==> src/rtl/fila_pedidos_if.sv <==
// ---------------------------------------------------------------------------
// fila_pedidos_if
// Groups the order-stage signals: the raw customer button, the handshake with
// maquina_maluca (start / machine_state) and the status outputs.
//   master : used by fila_pedidos (drives start and status, reads button and
//            machine state)
//   slave  : used by the machine/customer side
// Parameter PEND_W must match the PEND_W of the fila_pedidos instance.
// ---------------------------------------------------------------------------
interface fila_pedidos_if #(
  parameter int PEND_W = 3
);
  logic              botao;
  logic [3:0]        machine_state;
  logic              start;
  logic [PEND_W-1:0] pendentes;
  logic [7:0]        cafes_servidos;
  logic              cafe_pronto;
  logic              ocupado;
  logic              overflow;
  logic              erro;

  modport master (
    input  botao, machine_state,
    output start, pendentes, cafes_servidos, cafe_pronto, ocupado, overflow, erro
  );

  modport slave (
    output botao, machine_state,
    input  start, pendentes, cafes_servidos, cafe_pronto, ocupado, overflow, erro
  );
endinterface

==> src/rtl/fila_pedidos.sv <==
// ---------------------------------------------------------------------------
// fila_pedidos
// Order stage in front of maquina_maluca. Synchronizes and debounces the
// customer button, queues orders in a saturating counter, starts the machine
// only while it reports IDLE and follows its state until the brew is back at
// IDLE. Counts served coffees and flags overflow / illegal machine states.
//
// Ports:
//   clk    : clock, rising edge
//   rst_n  : asynchronous active-low reset
//   bus    : fila_pedidos_if.master
//            botao          raw asynchronous button (in)
//            machine_state  maquina_maluca state, legal 1..9 (in)
//            start          machine start, high only in S_START (out)
//            pendentes      queued orders not yet accepted (out)
//            cafes_servidos completed brews, wraps at 256 (out)
//            cafe_pronto    one-cycle pulse per completed brew (out)
//            ocupado        FSM not in S_ESPERA (out)
//            overflow       sticky: order arrived with full queue (out)
//            erro           sticky: illegal machine state or timeout (out)
//
// Optional feature: define PEDIDO_TIMEOUT_EN to build a watchdog that aborts a
// brew after TIMEOUT_CYCLES cycles outside S_ESPERA. Without it the FSM waits
// indefinitely and TIMEOUT_CYCLES has no effect.
// ---------------------------------------------------------------------------
module fila_pedidos #(
  parameter int DEBOUNCE_CYCLES = 4,
  parameter int PEND_W          = 3,
  parameter int TIMEOUT_CYCLES  = 64
) (
  input  logic           clk,
  input  logic           rst_n,
  fila_pedidos_if.master bus
);

  typedef enum logic [1:0] {
    S_ESPERA  = 2'd0,
    S_START   = 2'd1,
    S_PREPARO = 2'd2,
    S_FIM     = 2'd3
  } state_t;

  localparam int                DB_W     = (DEBOUNCE_CYCLES > 1) ? $clog2(DEBOUNCE_CYCLES) : 1;
  localparam logic [DB_W-1:0]   DB_LAST  = DB_W'(DEBOUNCE_CYCLES - 1);
  localparam logic [PEND_W-1:0] PEND_MAX = '1;
  localparam logic [3:0]        MS_IDLE  = 4'd1;
  localparam logic [3:0]        MS_LIGAR = 4'd2;
  localparam logic [3:0]        MS_EXTR  = 4'd9;

  // -------------------------------------------------------------------------
  // Two-flop synchronizer for the asynchronous button
  // -------------------------------------------------------------------------
  logic [1:0] sync_reg;

  genvar gi;
  generate
    for (gi = 0; gi < 2; gi++) begin : g_sync
      if (gi == 0) begin : g_first
        always_ff @(posedge clk or negedge rst_n) begin
          if (!rst_n) sync_reg[gi] <= 1'b0;
          else        sync_reg[gi] <= bus.botao;
        end
      end else begin : g_rest
        always_ff @(posedge clk or negedge rst_n) begin
          if (!rst_n) sync_reg[gi] <= 1'b0;
          else        sync_reg[gi] <= sync_reg[gi-1];
        end
      end
    end
  endgenerate

  // -------------------------------------------------------------------------
  // Debouncer: the level flips only after DEBOUNCE_CYCLES consecutive samples
  // that disagree with it; any agreeing sample restarts the count.
  // -------------------------------------------------------------------------
  logic            level_reg;
  logic            level_prev_reg;
  logic [DB_W-1:0] db_cnt_reg;
  logic            sample;
  logic            order;

  assign sample = sync_reg[1];

  always_ff @(posedge clk or negedge rst_n) begin
    if (!rst_n) begin
      level_reg      <= 1'b0;
      level_prev_reg <= 1'b0;
      db_cnt_reg     <= '0;
    end else begin
      level_prev_reg <= level_reg;
      if (sample == level_reg) begin
        db_cnt_reg <= '0;
      end else if (db_cnt_reg == DB_LAST) begin
        level_reg  <= sample;
        db_cnt_reg <= '0;
      end else begin
        db_cnt_reg <= db_cnt_reg + DB_W'(1);
      end
    end
  end

  // One order per rising edge of the debounced level
  assign order = level_reg & ~level_prev_reg;

  // -------------------------------------------------------------------------
  // Brew FSM
  // -------------------------------------------------------------------------
  state_t            state_reg;
  state_t            state_next;
  logic [PEND_W-1:0] pend_reg;
  logic [7:0]        cafes_reg;
  logic              pronto_reg;
  logic              overflow_reg;
  logic              erro_reg;
  logic              accept;
  logic              brew_done;
  logic              err_set;
  logic              illegal;
  logic              timeout;

  assign illegal = (bus.machine_state == 4'd0) || (bus.machine_state > MS_EXTR);

`ifdef PEDIDO_TIMEOUT_EN
  localparam int              TO_W    = (TIMEOUT_CYCLES > 1) ? $clog2(TIMEOUT_CYCLES) : 1;
  localparam logic [TO_W-1:0] TO_LAST = TO_W'(TIMEOUT_CYCLES - 1);

  logic [TO_W-1:0] to_cnt_reg;

  // Restarted when the FSM enters S_START; holds at TO_LAST once reached so
  // the abort fires on the TIMEOUT_CYCLES-th busy cycle.
  always_ff @(posedge clk or negedge rst_n) begin
    if (!rst_n) begin
      to_cnt_reg <= '0;
    end else if (state_reg != S_START && state_next == S_START) begin
      to_cnt_reg <= '0;
    end else if (state_reg != S_ESPERA && to_cnt_reg != TO_LAST) begin
      to_cnt_reg <= to_cnt_reg + TO_W'(1);
    end
  end

  assign timeout = (state_reg != S_ESPERA) && (to_cnt_reg == TO_LAST);
`else
  logic unused_timeout_cfg;
  assign unused_timeout_cfg = (TIMEOUT_CYCLES != 0);
  assign timeout            = 1'b0;
`endif

  always_comb begin
    state_next = state_reg;
    accept     = 1'b0;
    brew_done  = 1'b0;
    err_set    = 1'b0;
    if (illegal || timeout) begin
      // Abandon the brew from any state; the queue is left untouched
      err_set    = 1'b1;
      state_next = S_ESPERA;
    end else begin
      case (state_reg)
        S_ESPERA: begin
          if (pend_reg != '0 && bus.machine_state == MS_IDLE) state_next = S_START;
        end
        S_START: begin
          if (bus.machine_state == MS_LIGAR) begin
            accept     = (pend_reg != '0);
            state_next = S_PREPARO;
          end else if (bus.machine_state != MS_IDLE) begin
            state_next = S_ESPERA;
          end
        end
        S_PREPARO: begin
          if (bus.machine_state == MS_EXTR) state_next = S_FIM;
        end
        S_FIM: begin
          if (bus.machine_state == MS_IDLE) begin
            brew_done  = 1'b1;
            state_next = S_ESPERA;
          end
        end
        default: state_next = S_ESPERA;
      endcase
    end
  end

  always_ff @(posedge clk or negedge rst_n) begin
    if (!rst_n) begin
      state_reg    <= S_ESPERA;
      pend_reg     <= '0;
      cafes_reg    <= '0;
      pronto_reg   <= 1'b0;
      overflow_reg <= 1'b0;
      erro_reg     <= 1'b0;
    end else begin
      state_reg  <= state_next;
      pronto_reg <= brew_done;
      if (brew_done) cafes_reg <= cafes_reg + 8'd1;
      if (err_set)   erro_reg  <= 1'b1;
      // Order and acceptance together leave the count unchanged; a full
      // queue with no acceptance drops the order.
      if (order && !accept) begin
        if (pend_reg == PEND_MAX) overflow_reg <= 1'b1;
        else                      pend_reg     <= pend_reg + PEND_W'(1);
      end else if (accept && !order) begin
        pend_reg <= pend_reg - PEND_W'(1);
      end
    end
  end

  assign bus.start          = (state_reg == S_START);
  assign bus.ocupado        = (state_reg != S_ESPERA);
  assign bus.pendentes      = pend_reg;
  assign bus.cafes_servidos = cafes_reg;
  assign bus.cafe_pronto    = pronto_reg;
  assign bus.overflow       = overflow_reg;
  assign bus.erro           = erro_reg;

endmodule

==> src/flat_wrapper.sv <==
// flat-port wrapper written by rule: the top's interface ports become plain ports
module fila_pedidos_flat 
#(
  parameter int DEBOUNCE_CYCLES = 4,
  parameter int PEND_W          = 3,
  parameter int TIMEOUT_CYCLES  = 64
)
  (clk, rst_n, bus_botao, bus_machine_state, bus_start, bus_pendentes, bus_cafes_servidos, bus_cafe_pronto, bus_ocupado, bus_overflow, bus_erro);
  fila_pedidos_if #(.PEND_W(PEND_W)) bus_i ();
  input  logic clk;
  input  logic rst_n;
  input wire logic [$bits(bus_i.botao)-1:0] bus_botao;
  input wire logic [$bits(bus_i.machine_state)-1:0] bus_machine_state;
  output wire logic [$bits(bus_i.start)-1:0] bus_start;
  output wire logic [$bits(bus_i.pendentes)-1:0] bus_pendentes;
  output wire logic [$bits(bus_i.cafes_servidos)-1:0] bus_cafes_servidos;
  output wire logic [$bits(bus_i.cafe_pronto)-1:0] bus_cafe_pronto;
  output wire logic [$bits(bus_i.ocupado)-1:0] bus_ocupado;
  output wire logic [$bits(bus_i.overflow)-1:0] bus_overflow;
  output wire logic [$bits(bus_i.erro)-1:0] bus_erro;
  assign bus_i.botao = bus_botao;
  assign bus_i.machine_state = bus_machine_state;
  assign bus_start = bus_i.start;
  assign bus_pendentes = bus_i.pendentes;
  assign bus_cafes_servidos = bus_i.cafes_servidos;
  assign bus_cafe_pronto = bus_i.cafe_pronto;
  assign bus_ocupado = bus_i.ocupado;
  assign bus_overflow = bus_i.overflow;
  assign bus_erro = bus_i.erro;
  fila_pedidos #(.DEBOUNCE_CYCLES(DEBOUNCE_CYCLES), .PEND_W(PEND_W), .TIMEOUT_CYCLES(TIMEOUT_CYCLES)) u_core (.clk(clk), .rst_n(rst_n), .bus(bus_i));
endmodule
==> config.mk <==
export PLATFORM = sky130hd
export DESIGN_NAME = fila_pedidos_flat
export DESIGN_NICKNAME = d
export VERILOG_FILES = /design/src/rtl/fila_pedidos_if.sv /design/src/rtl/fila_pedidos.sv /design/src/flat_wrapper.sv
export SDC_FILE = /design/constraint.sdc
export NUM_CORES = 1
export LEC_CHECK = 0
export ABC_AREA = 1
export CAP_MARGIN = 20
export CORE_AREA = 2 2 74 58
export CTS_CLUSTER_DIAMETER = 60
export DETAILED_ROUTE_END_ITERATION = 8
export DIE_AREA = 0 0 76 60
export DONT_BUFFER_PORTS = 1
export PLACE_DENSITY = 0.44
export REMOVE_ABC_BUFFERS = 1
export SYNTH_ARGS = -nofsm -noshare
export SYNTH_HDL_FRONTEND = slang
export SYNTH_SLANG_ARGS = --single-unit
==> constraint.sdc <==
create_clock -name clk -period 2.3 [get_ports clk]
set_clock_uncertainty 0.15 [all_clocks]
set_input_delay 0.23 -clock clk [delete_from_list [all_inputs] [get_ports clk]]
set_output_delay 0.23 -clock clk [all_outputs]
set_load 0.05 [all_outputs]
* Word-level counts from Yosys, hierarchy flattened *
Cells that the tools add are included.

storage, ports and cells
  register bits after elaboration = 22
  word-level logic and storage cells = 68

operators by class
  $add $sub $neg = 4
  $lt $le $gt $ge = 1
  eq/ne operators = 15
  muxes and demuxes = 19
  bitwise operators = 3
  reductions and logical operators = 15

operators by type and width
  cell                 count
  $mux 2               8
  $mux 3               3
  $ne 3x1->1 const B   3
  $add 8x1->8 const B  1
  $ne 4x1->1 const B   2
  $pmux 2 s4           1
  $mux 1               7
  $eq 2x2->1 const B   3
  $reduce_and 2->1     3
  $eq 4x1->1 const B   1
  $eq 4x2->1 const B   1
  $eq 4x4->1 const B   1
  $gt 4x4->1 const B   1
  $logic_not 4->1      1
  $reduce_and 4->1     1
  $reduce_bool 2->1    2
  $add 3x1->3 const B  1
  $eq 3x3->1 const B   1
  $logic_and 1x1->1    3
  $reduce_bool 3->1    1
  $sub 3x1->3 const B  1
  $add 2x1->2 const B  1
  $eq 2x1->1 const B   1
  $logic_not 1->1      2
  other kinds (6)      7

* Longest topological paths before layout *
  depth in word-level cells = 8
  depth in mapped cells = 12

* Least setup slack after synthesis *
No wires, ideal clock.

  path kind = register to register
  from = register u_core.pend_reg[0], in the netlist u_core.bus.pendentes[0]
  to = register u_core.pend_reg[2], in the netlist u_core.bus.pendentes[2]
  setup time = 0.120 ns
  arrival time = 1.758 ns
  slack = 0.273 ns
  stages on the path, launching flop included = 12
  path buffers = 0
  clock period less this slack = 2.027 ns
  cell sequence = dfrtp_1 > nor2_1 > nand2_1 > nand3_4 > nand2_2 > fa_1 > inv_1 > nand2_2 > nand2_2 > nand2_1 > nand2_1 > nand2_1

between the ends
  cells in the longest elaborated chain, start to end = 8
  elaborated cells on any way between the ends = 16

ends and longest elaborated chain
  element                                                                  line                 source
  start, declared                                                          fila_pedidos.sv:110  logic [PEND_W-1:0] pend_reg;
  start signal, assigned                                                   fila_pedidos.sv:201  else pend_reg <= pend_reg + PEND_W'(1);
  start signal, assigned                                                   fila_pedidos.sv:203  pend_reg <= pend_reg - PEND_W'(1);
  $reduce_bool 3->1                                                        fila_pedidos.sv:164  accept = (pend_reg != '0);
  $mux 1                                                                   fila_pedidos.sv:163  if (bus.machine_state == MS_LIGAR) begin
  $mux 1                                                                   fila_pedidos.sv:158  case (state_reg)
  $mux 1                                                                   fila_pedidos.sv:153  if (illegal || timeout) begin
  $logic_not 1->1                                                          fila_pedidos.sv:199  if (order && !accept) begin
  $logic_and 1x1->1                                                        fila_pedidos.sv:199
  $ne 2x2->1 (no source line) / $reduce_bool 2->1 (equally long branches)  -
  $reduce_and 2->1 (no source line)                                        -

Several ways; a longest one is shown, not always the timed one. The select of a mux whose other input is x is not followed.
A chain may end at the register's enable or synchronous reset.

* Final worst setup path *
  from = register u_core.pend_reg[1], in the netlist u_core.bus.pendentes[1]
  to = register u_core.pend_reg[2], in the netlist u_core.bus.pendentes[2]

The elaborated chain is that of the path after synthesis.

==> metrics.md <==
| Metric | Value |
|---|---|
| Status | finished clean |
| Post-CTS Setup Bufs | 0 |
| Synth area leaders | dfrtp_1 (50%), nand2_1 (8.5%), nand3_1 (4.5%) |
| P_int | 0.873 mW |
| Fillers | 400 |
| Pwr dens | 1120 mW/mm^2 |
| Reg power frac | 0.366 |
| Clock transition at path regs | 80 ps |
| Max Root-Sink Buffers | 2 |
| Die H | 60 um |
| Final hold vios | 0 |
| Syn_area_per_cell | 9.43 um^2 |
| Hold wc startpoint | bus_machine_state[3] |
| Setup slack, reg-to-reg | 500 ps |
| Combinational share of power | 0.393 |
| Pre-CTS setup slack | 492 ps |
| Fmax | 555 MHz |
| Num CTS Buffers | 3 |
| R2r worst-path depth | 11 |
| Skew-Pair Late Insertion Delay | 260 ps |
| Core area | 0.00388 mm^2 |
| Ant. Diodes | 0 |
| TritonCTS clock tree | done |
| Setup_tns | 0 ps |
| Port Buffers | 0 |
| Total GRT Usage | 0.102 |
| Synth Flop Type | dfrtp_1 |
| Row count | 20 |
| Drt first pass iters | 4 |
| Post-route ant nets | 0 |
| Wire length of the first global-routing pass | 3560 um |
| Reg2reg end | u_core.bus.pendentes[2]$_DFFE_PN0P_ |
| Share of layout cells above drive strength 1 | 0.237 |
| Crit path max fanout | 3 |
| Slew at the pin closest to its max-slew limit | 536 ps |
| Final Critical Period | 1800 ps |
| WHS Endpoint | u_core.state_reg[1]$_DFFE_PN0P_ |
| Multi-input gate area | 497 um^2 |
| WP data required | 2310 ps |
| Fin nets | 142 |
| Post-synth top area cell | dfrtp_1 |
| Max-slew violation count | 0 |
| Pin count of the biggest net entering global routing | 23 |
| Final period util | 0.783 |
| Total wire length | 2090 um |
| Number of clock sinks | 22 |
| CTS root buffer | clkbuf_8 |
| Worst Hold Depth | 3 |
| Vias in the first global route | 744 |
| Initial antenna violation count | 0 |
| Vias post-DR | 792 |
| GP Congestion | 0.788 |
| I/O pin count | 23 |
| Unrepaired setup endpoints after global routing | no |
| Mapped cell area | 0.00110 mm^2 |
| Die ar. | 0.00456 mm^2 |
| Peak ir drop on the vdd network | 0.300 mV |
| Die span in x | 76 um |
| Layout area overhead | 21.8% |
| Setup crit end kind | flop |
| Lkg Pwr | 0.651 nW |
| Post-synthesis cell type count | 26 |
| Hold Crit Class | in2reg |
| Net switching power | 0.627 mW |
| Residual DRC | 0 |
| Setup violators final | 0 |
| Average wire per standard cell | 11.2 um |
| Most frequent cells after synthesis | nand2_1 (25), dfrtp_1 (22), inv_1 (10), nand3_1 (10), nor2_1 (10) |
| Initial drt markers | 14 |
| Grt ovf | 0 |
| Number of flops mapped to enable cells by yosys | 0 |
| Max reg flops | 8 |
| Slew HR | 0.643 |
| Switching share of total power | 0.418 |
| Initial Util | 0.285 |
| Flops & latches, synth | 22 |
| Critical setup path kind | reg2reg |
| Reg-to-Reg Start | u_core.bus.pendentes[1]$_DFFE_PN0P_ |
| Critical Path AT | 1810 ps |
| Yosys warns | 0 |
| Fin worst setup slack | 499 ps |
| Storage element area | 551 um^2 |
| Via density | 4.26 |
| Max-cap viol count | 0 |
| # H-tree levels | 1 |
| Yosys top cell area share | 0.499 |
| Most frequent cell after synthesis | nand2_1 |
| Clock network fraction of design power | 0.241 |
| Async SR Flop Fraction | 1.00 |
| Sequential share of the synthesized area | 0.499 |
| Post-DP HPWL | 1580 um |
| Startpoint class of the critical path | flop |
| Mapped Cells | 117 |
[layer usage]
metal	global-route usage	wire length (um)
met4	0.0234	10
met3	0.0468	149
met2	0.157	923
met5	0	0
met1	0.132	1000
[cell families after synthesis]
group                      share of synthesized area
and+or+nand+nor                                0.289
buffers and inverters                         0.0510
AOI/OAI and AO/OA                             0.0488
xor gates and xnor gates                      0.0714
DFF                                            0.499
adders and majority gates                     0.0408
[timing repair]
action                    CTS  global route
hold buffers                2             0
resized for setup           0             0
hold endpoints to repair   23             0
[worst max-delay path by stage]
| stage | from | to | depth (start not counted) |
|---|---|---|---|
| 2_1_floorplan | u_core.bus.pendentes[0]$_DFFE_PN0P_ | u_core.bus.pendentes[2]$_DFFE_PN0P_ | 11 |
| 3_3_place_gp | u_core.bus.pendentes[1]$_DFFE_PN0P_ | u_core.bus.pendentes[2]$_DFFE_PN0P_ | 11 |
| 3_5_place_dp | u_core.bus.pendentes[1]$_DFFE_PN0P_ | u_core.bus.pendentes[2]$_DFFE_PN0P_ | 11 |
| 4_1_cts | u_core.bus.pendentes[1]$_DFFE_PN0P_ | u_core.bus.pendentes[2]$_DFFE_PN0P_ | 11 |
| 5_1_grt | u_core.bus.pendentes[1]$_DFFE_PN0P_ | u_core.bus.pendentes[2]$_DFFE_PN0P_ | 11 |
| 6_report | u_core.bus.pendentes[1]$_DFFE_PN0P_ | u_core.bus.pendentes[2]$_DFFE_PN0P_ | 11 |
[power by group through the flow]
stage	Combinational [mW]	Clock, mW	Sequential (mW)
6_report	0.590	0.362	0.549
5_1_grt	0.660	0.390	0.562
4_1_cts	0.592	0.379	0.550
3_5_place_dp	0.578	0	0.557
3_3_place_gp	0.576	0	0.556
2_1_floorplan	0.346	0	0.662
[worst max-delay path: stages, from the launching register on]
cell     delay (ps)
dfrtp_1         400
nor2_1           90
nand2_1         140
nand3_4         130
nand2_2          80
fa_1            390
inv_1            80
nand2_2          50
nand2_2          60
nand2_1          50
nand2_1          50
nand2_1          40
[cell type report]
type,count,share of cell area
clock inverter,1,0.0223
timing repair buffer,10,0.0745
inverter,15,0.0419
tap,55,0.0512
sequential,22,0.410
clock buffer,3,0.0307
multi-input combinational,80,0.370
[placed cells by master, fill, tap and decap left out]
master	instances
nor2_2	1
nand2_4	1
a21oi_1	1
nand3_2	1
nand3_1	10
o21ai_2	1
o2111ai_2	1
inv_2	5
ha_1	2
nor2_1	10
buf_4	7
clkbuf_8	3
buf_16	1
xor2_1	4
nor3_2	1
a21boi_1	1
nand3_4	1
o21bai_1	1
nand2_2	4
nor2_4	3
dfrtp_1	22
nand2_1	25
xnor2_1	5
o21ai_0	2
fa_1	1
dlygate4sd3_1	2
nor3_1	1
inv_1	10
nand4_1	2
or2_1	1
bufinv_16	1
[metrics by stage]
step | hold WS, ps | util | total power, mW | std cells | cell area (um^2)
final | 80.3 | 0.346 | 1.50 | 186 | 1340
after global routing | 105 | 0.346 | 1.61 | 186 | 1340
after CTS | 64.3 | 0.339 | 1.52 | 185 | 1320
after detailed placement | -215 | 0.316 | 1.14 | 179 | 1220
after global placement | -215 | 0.316 | 1.13 | 179 | 1220
after floorplan | -216 | - | 1.01 | 117 | 1100
Note: power is estimated with default switching activity, not from simulation.
